[src/rtl/lcd_text_writer.sv]
// +-----------------------------------------------------------------------------
// | Module      : lcd_text_writer
// | Description : 2x16 character frame buffer streamed to a character-LCD
// |               controller as address commands and character bytes.
// | Revision    : 1.0 - initial release
// +-----------------------------------------------------------------------------
`default_nettype none

module lcd_text_writer #(
    parameter logic [7:0] LINE0_CMD    = 8'h80,
    parameter logic [7:0] LINE1_CMD    = 8'hC0,
    parameter bit         AUTO_REFRESH = 1'b0,
    parameter logic [7:0] FILL_CHAR    = 8'h20
) (
    input  logic       clk,
    input  logic       rst,
    input  logic       wr_en,
    input  logic [4:0] wr_addr,
    input  logic [7:0] wr_data,
    input  logic [4:0] rd_addr,
    output logic [7:0] rd_data,
    input  logic       refresh_req,
    output logic       busy,
    output logic       frame_done,
    output logic [7:0] ctrl_data,
    output logic       ctrl_rs,
    output logic       ctrl_strobe,
    input  logic       ctrl_done
);

    typedef enum logic [2:0] {
        IDLE      = 3'd0,
        SEND      = 3'd1,
        WAIT_ACK  = 3'd2,
        WAIT_DONE = 3'd3,
        FINISH    = 3'd4
    } state_t;

    localparam logic [5:0] c_LAST_IDX  = 6'd33;
    localparam logic [5:0] c_LINE1_IDX = 6'd17;

    state_t     state_q, state_d;
    logic [5:0] idx_q, idx_d;
    logic       busy_q, busy_d;
    logic       frame_done_q, frame_done_d;
    logic       strobe_q, strobe_d;
    logic       rs_q, rs_d;
    logic [7:0] data_q, data_d;
    logic [7:0] rd_data_q, rd_data_d;
    logic       dirty_q, dirty_d;
    logic       pending_q, pending_d;
    logic [7:0] buf_q [32];
    logic [7:0] buf_d [32];

    logic       w_start;
    logic [4:0] w_char_addr;

    assign w_start = (state_q == IDLE) && ctrl_done &&
                     (refresh_req || pending_q || (AUTO_REFRESH && dirty_q));

    // Modulo-32 subtraction maps idx 1..16 to 0..15 and idx 18..33 to 16..31.
    assign w_char_addr = (idx_q <= 6'd16) ? (idx_q[4:0] - 5'd1) : (idx_q[4:0] - 5'd2);

    always_comb begin
        state_d      = state_q;
        idx_d        = idx_q;
        busy_d       = busy_q;
        frame_done_d = 1'b0;
        strobe_d     = 1'b0;
        rs_d         = rs_q;
        data_d       = data_q;
        dirty_d      = dirty_q;
        pending_d    = pending_q;
        rd_data_d    = buf_q[rd_addr];
        buf_d        = buf_q;

        if (wr_en) begin
            buf_d[wr_addr] = wr_data;
        end

        if (w_start) begin
            dirty_d   = 1'b0;
            pending_d = 1'b0;
        end else if (refresh_req) begin
            pending_d = 1'b1;
        end
        // A write in the frame-start cycle keeps the buffer marked dirty.
        if (wr_en) begin
            dirty_d = 1'b1;
        end

        case (state_q)
            IDLE: begin
                if (w_start) begin
                    idx_d   = 6'd0;
                    busy_d  = 1'b1;
                    state_d = SEND;
                end
            end
            SEND: begin
                strobe_d = 1'b1;
                if (idx_q == 6'd0) begin
                    data_d = LINE0_CMD;
                    rs_d   = 1'b0;
                end else if (idx_q == c_LINE1_IDX) begin
                    data_d = LINE1_CMD;
                    rs_d   = 1'b0;
                end else begin
                    data_d = buf_q[w_char_addr];
                    rs_d   = 1'b1;
                end
                state_d = WAIT_ACK;
            end
            WAIT_ACK: begin
                if (!ctrl_done) begin
                    state_d = WAIT_DONE;
                end
            end
            WAIT_DONE: begin
                if (ctrl_done) begin
                    if (idx_q == c_LAST_IDX) begin
                        frame_done_d = 1'b1;
                        state_d      = FINISH;
                    end else begin
                        idx_d   = idx_q + 6'd1;
                        state_d = SEND;
                    end
                end
            end
            FINISH: begin
                busy_d  = 1'b0;
                state_d = IDLE;
            end
            default: begin
                busy_d  = 1'b0;
                state_d = IDLE;
            end
        endcase
    end

    always_ff @(posedge clk) begin
        if (rst) begin
            state_q      <= IDLE;
            idx_q        <= 6'd0;
            busy_q       <= 1'b0;
            frame_done_q <= 1'b0;
            strobe_q     <= 1'b0;
            rs_q         <= 1'b0;
            data_q       <= 8'h00;
            rd_data_q    <= 8'h00;
            dirty_q      <= 1'b0;
            pending_q    <= 1'b0;
            buf_q        <= '{default: FILL_CHAR};
        end else begin
            state_q      <= state_d;
            idx_q        <= idx_d;
            busy_q       <= busy_d;
            frame_done_q <= frame_done_d;
            strobe_q     <= strobe_d;
            rs_q         <= rs_d;
            data_q       <= data_d;
            rd_data_q    <= rd_data_d;
            dirty_q      <= dirty_d;
            pending_q    <= pending_d;
            buf_q        <= buf_d;
        end
    end

    assign rd_data     = rd_data_q;
    assign busy        = busy_q;
    assign frame_done  = frame_done_q;
    assign ctrl_data   = data_q;
    assign ctrl_rs     = rs_q;
    assign ctrl_strobe = strobe_q;

endmodule

`default_nettype wire

[config.mk]
export PLATFORM = sky130hd
export DESIGN_NAME = lcd_text_writer
export DESIGN_NICKNAME = d
export VERILOG_FILES = /design/src/rtl/lcd_text_writer.sv
export SDC_FILE = /design/constraint.sdc
export NUM_CORES = 1
export LEC_CHECK = 0
export CAP_MARGIN = 20
export CORE_UTILIZATION = 45
export DETAILED_ROUTE_END_ITERATION = 8
export GPL_ROUTABILITY_DRIVEN = 0
export HOLD_SLACK_MARGIN = 0.05
export PLACE_DENSITY = 0.58
export RECOVER_POWER = 25
export SETUP_SLACK_MARGIN = 0.02
export SLEW_MARGIN = 20
export SYNTH_ARGS = -nofsm -noshare
export SYNTH_HDL_FRONTEND = slang
export SYNTH_SLANG_ARGS = --single-unit
[constraint.sdc]
create_clock -name clk -period 6.08 [get_ports clk]
set_input_delay 1.216 -clock clk [delete_from_list [all_inputs] [get_ports clk]]
set_output_delay 1.216 -clock clk [all_outputs]
set_load 0.005 [all_outputs]
==> qor.yml <==
irDropWorstVdd_v: 0.0002097
first_iter_violations: 1469
worstPathCellList: "inv_1, ha_1, or4b_4, o21ai_2, buf_4, xnor2_4, buf_4, mux2i_1, a222oi_1, nor4b_2, nor4_1, a2111oi_1"
h-tree-depth: 2
fin_skew_ns: 0.02001
critPathBufInv: 3
synthFlopType: "dfxtp_1"
tightest_slew_ns: 1.989
initial_utilization_pct: 46.22
via_count: 12950
r2r_setup_slack_ns: 1.92
synth_area_um2: 15190
ys_async_sr_fraction_pct: 0
seq_area_um2: 5725
setup_tns_ns: 0
drv_cap: 1
min_path_type: "reg -> reg"
cts_hold_buf: 0
crit_required_ns: 6.48
setup_viol: 0
multi_input_area_um2: 8896
endpoint_kind: "flop"
rr_worst_depth: 12
critPathKind: "reg -> reg"
final_util_pct: 51.96
grt_overflow_total: 0
ys_seq_area_share_pct: 37.69
avgSynthCellArea_um2: 9.559
path_clk_slew_ns: 0.05
grt_first_pass_wirelength_um: 78090
dr.pass1.iters: 7
wl_um: 51800
fill_cells: 3095
cts-resized-gates: 0
synth_warnings: 0
p_per_area_nw_per_um2: 289.9
synth_edf_count: 0
die_y_um: 185.7
cts_setup_buffers: 0
layout-drive-gt1-share_pct: 12.83
remaining_drc_errors: 0
clock_latency_ns: 0.53
die_width_um: 185.7
relSlewSlack_pct: -32.61
wl_per_cell_um: 25.31
syn2layout_area_growth_pct: 12.43
violations: "capacitance limit, slew limit"
cpMaxStageDelayCell: "buf_4"
ctsLongestPathBuffers: 3
grtUsageTotal_pct: 30.57
grt_max_degree: 96
fin_crit_sh_pct: 68.36
cpMostUsedCell: "buf_4"
critPathMaxFanout: 30
dp_hpwl_um: 34110
final_nets: 1610
p_leak_nw: 6.324
cts_tree: "built"
status: "complete, but fails checks"
antenna_cells: 0
rsz0062_at_grt: "no"
antenna_found_initial: 1
fmax_ghz: 0.2406
start_kind: "flop"
hold_depth: 2
syn_nets: 1619
root_buffer: "clkbuf_16"
drv_slew: 93
port_buffers: 42
drtAntennaViolNets: 0
core_um2: 32870
drt-vias-per-instance: 6.327
critical_path_depth: 12
ys_ff_latch: 286
grt_pass1_vias: 12240
ioPinCount: 43
hold_viol: 0
cts_buffers: 35
synthCells: 1589
crit_family: "buffers and inverters"
slowest_delay_ns: 0.57
finalCriticalPeriod_ns: 4.156
rows: 66
dieArea_um2: 34490
arrival_ns: 4.56
synth_cell_type_count: 59
clock-sinks: 286
-- per-layer routing --
metal	global-route usage (%)	wire length, µm	vias up
met5	0	10	-
met4	15.11	2704	2
met3	4.422	4037	150
met2	49.30	23980	624
met1	40.01	21070	6374
li1	-	-	5802
-- placed cells by master, fill, tap and decap left out, drive strengths merged, types with 7 or more instances in the layout --
cell and count:
dfxtp 286, nor2 266, mux2i 250, nand2 157, mux4 88, nand3 64
clkbuf 64, buf 41, o21ai 37, a211o 32, a21oi 29, clkdlybuf4s50 25
o221ai 23, and3 22, o22ai 20, a32oi 20, nor2b 19, dlygate4sd3 12
nand4 11, inv 11, a31oi 10, nor3 9, nand3b 8, o211ai 8
mux2 8, xnor2 8, ha 7
-- power breakdown --
group / leakage [nW] / total (mW) / switching (mW) / internal (mW)
Clock: 0.567 / 2.08 / 0.825 / 1.25
Sequential: 2.31 / 1.93 / 0.0301 / 1.90
Combinational: 3.45 / 0.939 / 0.623 / 0.316
Total: 6.32 / 4.95 / 1.48 / 3.47
-- cells in the mapped netlist, types with 7 or more instances --
master	n	share of area [%]
nand2_1	157	3.9
clkbuf_1	99	2.4
a31oi_1	10	0.41
inv_1	10	0.25
mux2_2	8	0.59
o22ai_1	20	0.82
dfxtp_1	286	38
ha_1	7	0.58
mux2i_1	250	16
nor3_1	8	0.26
nand4_1	11	0.45
a21oi_1	29	0.96
buf_1	11	0.27
and3_1	22	0.91
nand3_1	64	2.1
o21ai_0	33	1.1
nor2b_1	19	0.78
nor2_1	265	6.5
buf_2	16	0.53
nand3b_1	8	0.40
o221ai_1	23	1.3
mux4_2	88	13
a32oi_1	20	1.2
a211o_1	32	1.8
o211ai_1	8	0.40
-- logic make-up (layout without fill, tap and decap cells) --
family / Yosys count / count (layout) / share of synthesized area [%]
mux: 346 / 346 / 30.12
simple gates: 584 / 584 / 16.85
fa+ha+maj: 7 / 7 / 0.5766
compound gates: 214 / 214 / 10.18
xor+xnor: 9 / 9 / 0.6178
flops: 286 / 286 / 37.69
buf+inv: 143 / 159 / 3.962
-- layout make-up --
cell class | instances | share of cell area [%]
clock buffer | 55 | 6.279
clock inverter | 7 | 0.4396
inverter | 10 | 0.2198
multi-input combinational | 1160 | 52.09
sequential | 286 | 33.53
tap | 442 | 3.238
timing repair buffer | 87 | 4.205
-- registers in the layout (all words and copies together), names as in the netlist --
register and cells:
state_q 3, buf_q 256, idx_q 6, pending_q 1, ctrl_rs 1, busy 1, rd_data 8, ctrl_strobe 1
ctrl_data 8, frame_done 1
-- per-stage QoR --
step                      instance area, µm²  setup slack (ns)  power (mW)  instances  hold WS (ns)
final                                  17080             1.924       4.951       2047        0.4484
after global routing                   17080             1.700       5.114       2047        0.4920
after CTS                              17110             1.965       4.963       2047        0.4559
after detailed placement               15960             1.980       2.894       1985        0.4485
after global placement                 15970             2.066       2.893       1985        0.4453
after floorplan                        15190             2.610       2.598       1589        0.4418
-- worst reg2reg max path, stage by stage (launching register included) --
cell	delay (ns)
dfxtp_1	0.31
inv_1	0.37
ha_1	0.34
or4b_4	0.49
o21ai_2	0.07
buf_4	0.31
xnor2_4	0.38
buf_4	0.59
mux2i_1	0.18
a222oi_1	0.35
nor4b_2	0.26
nor4_1	0.08
a2111oi_1	0.32
-- worst paths after layout --
check / startpoint / to
worst max-delay path: idx_q[0] / ctrl_data[6]
worst min-delay path: ctrl_rs / ctrl_rs
worst max register to register: idx_q[0] / ctrl_data[6]
worst min register to register: ctrl_rs / ctrl_rs
No activity file was read; power rests on OpenSTA's default activity.
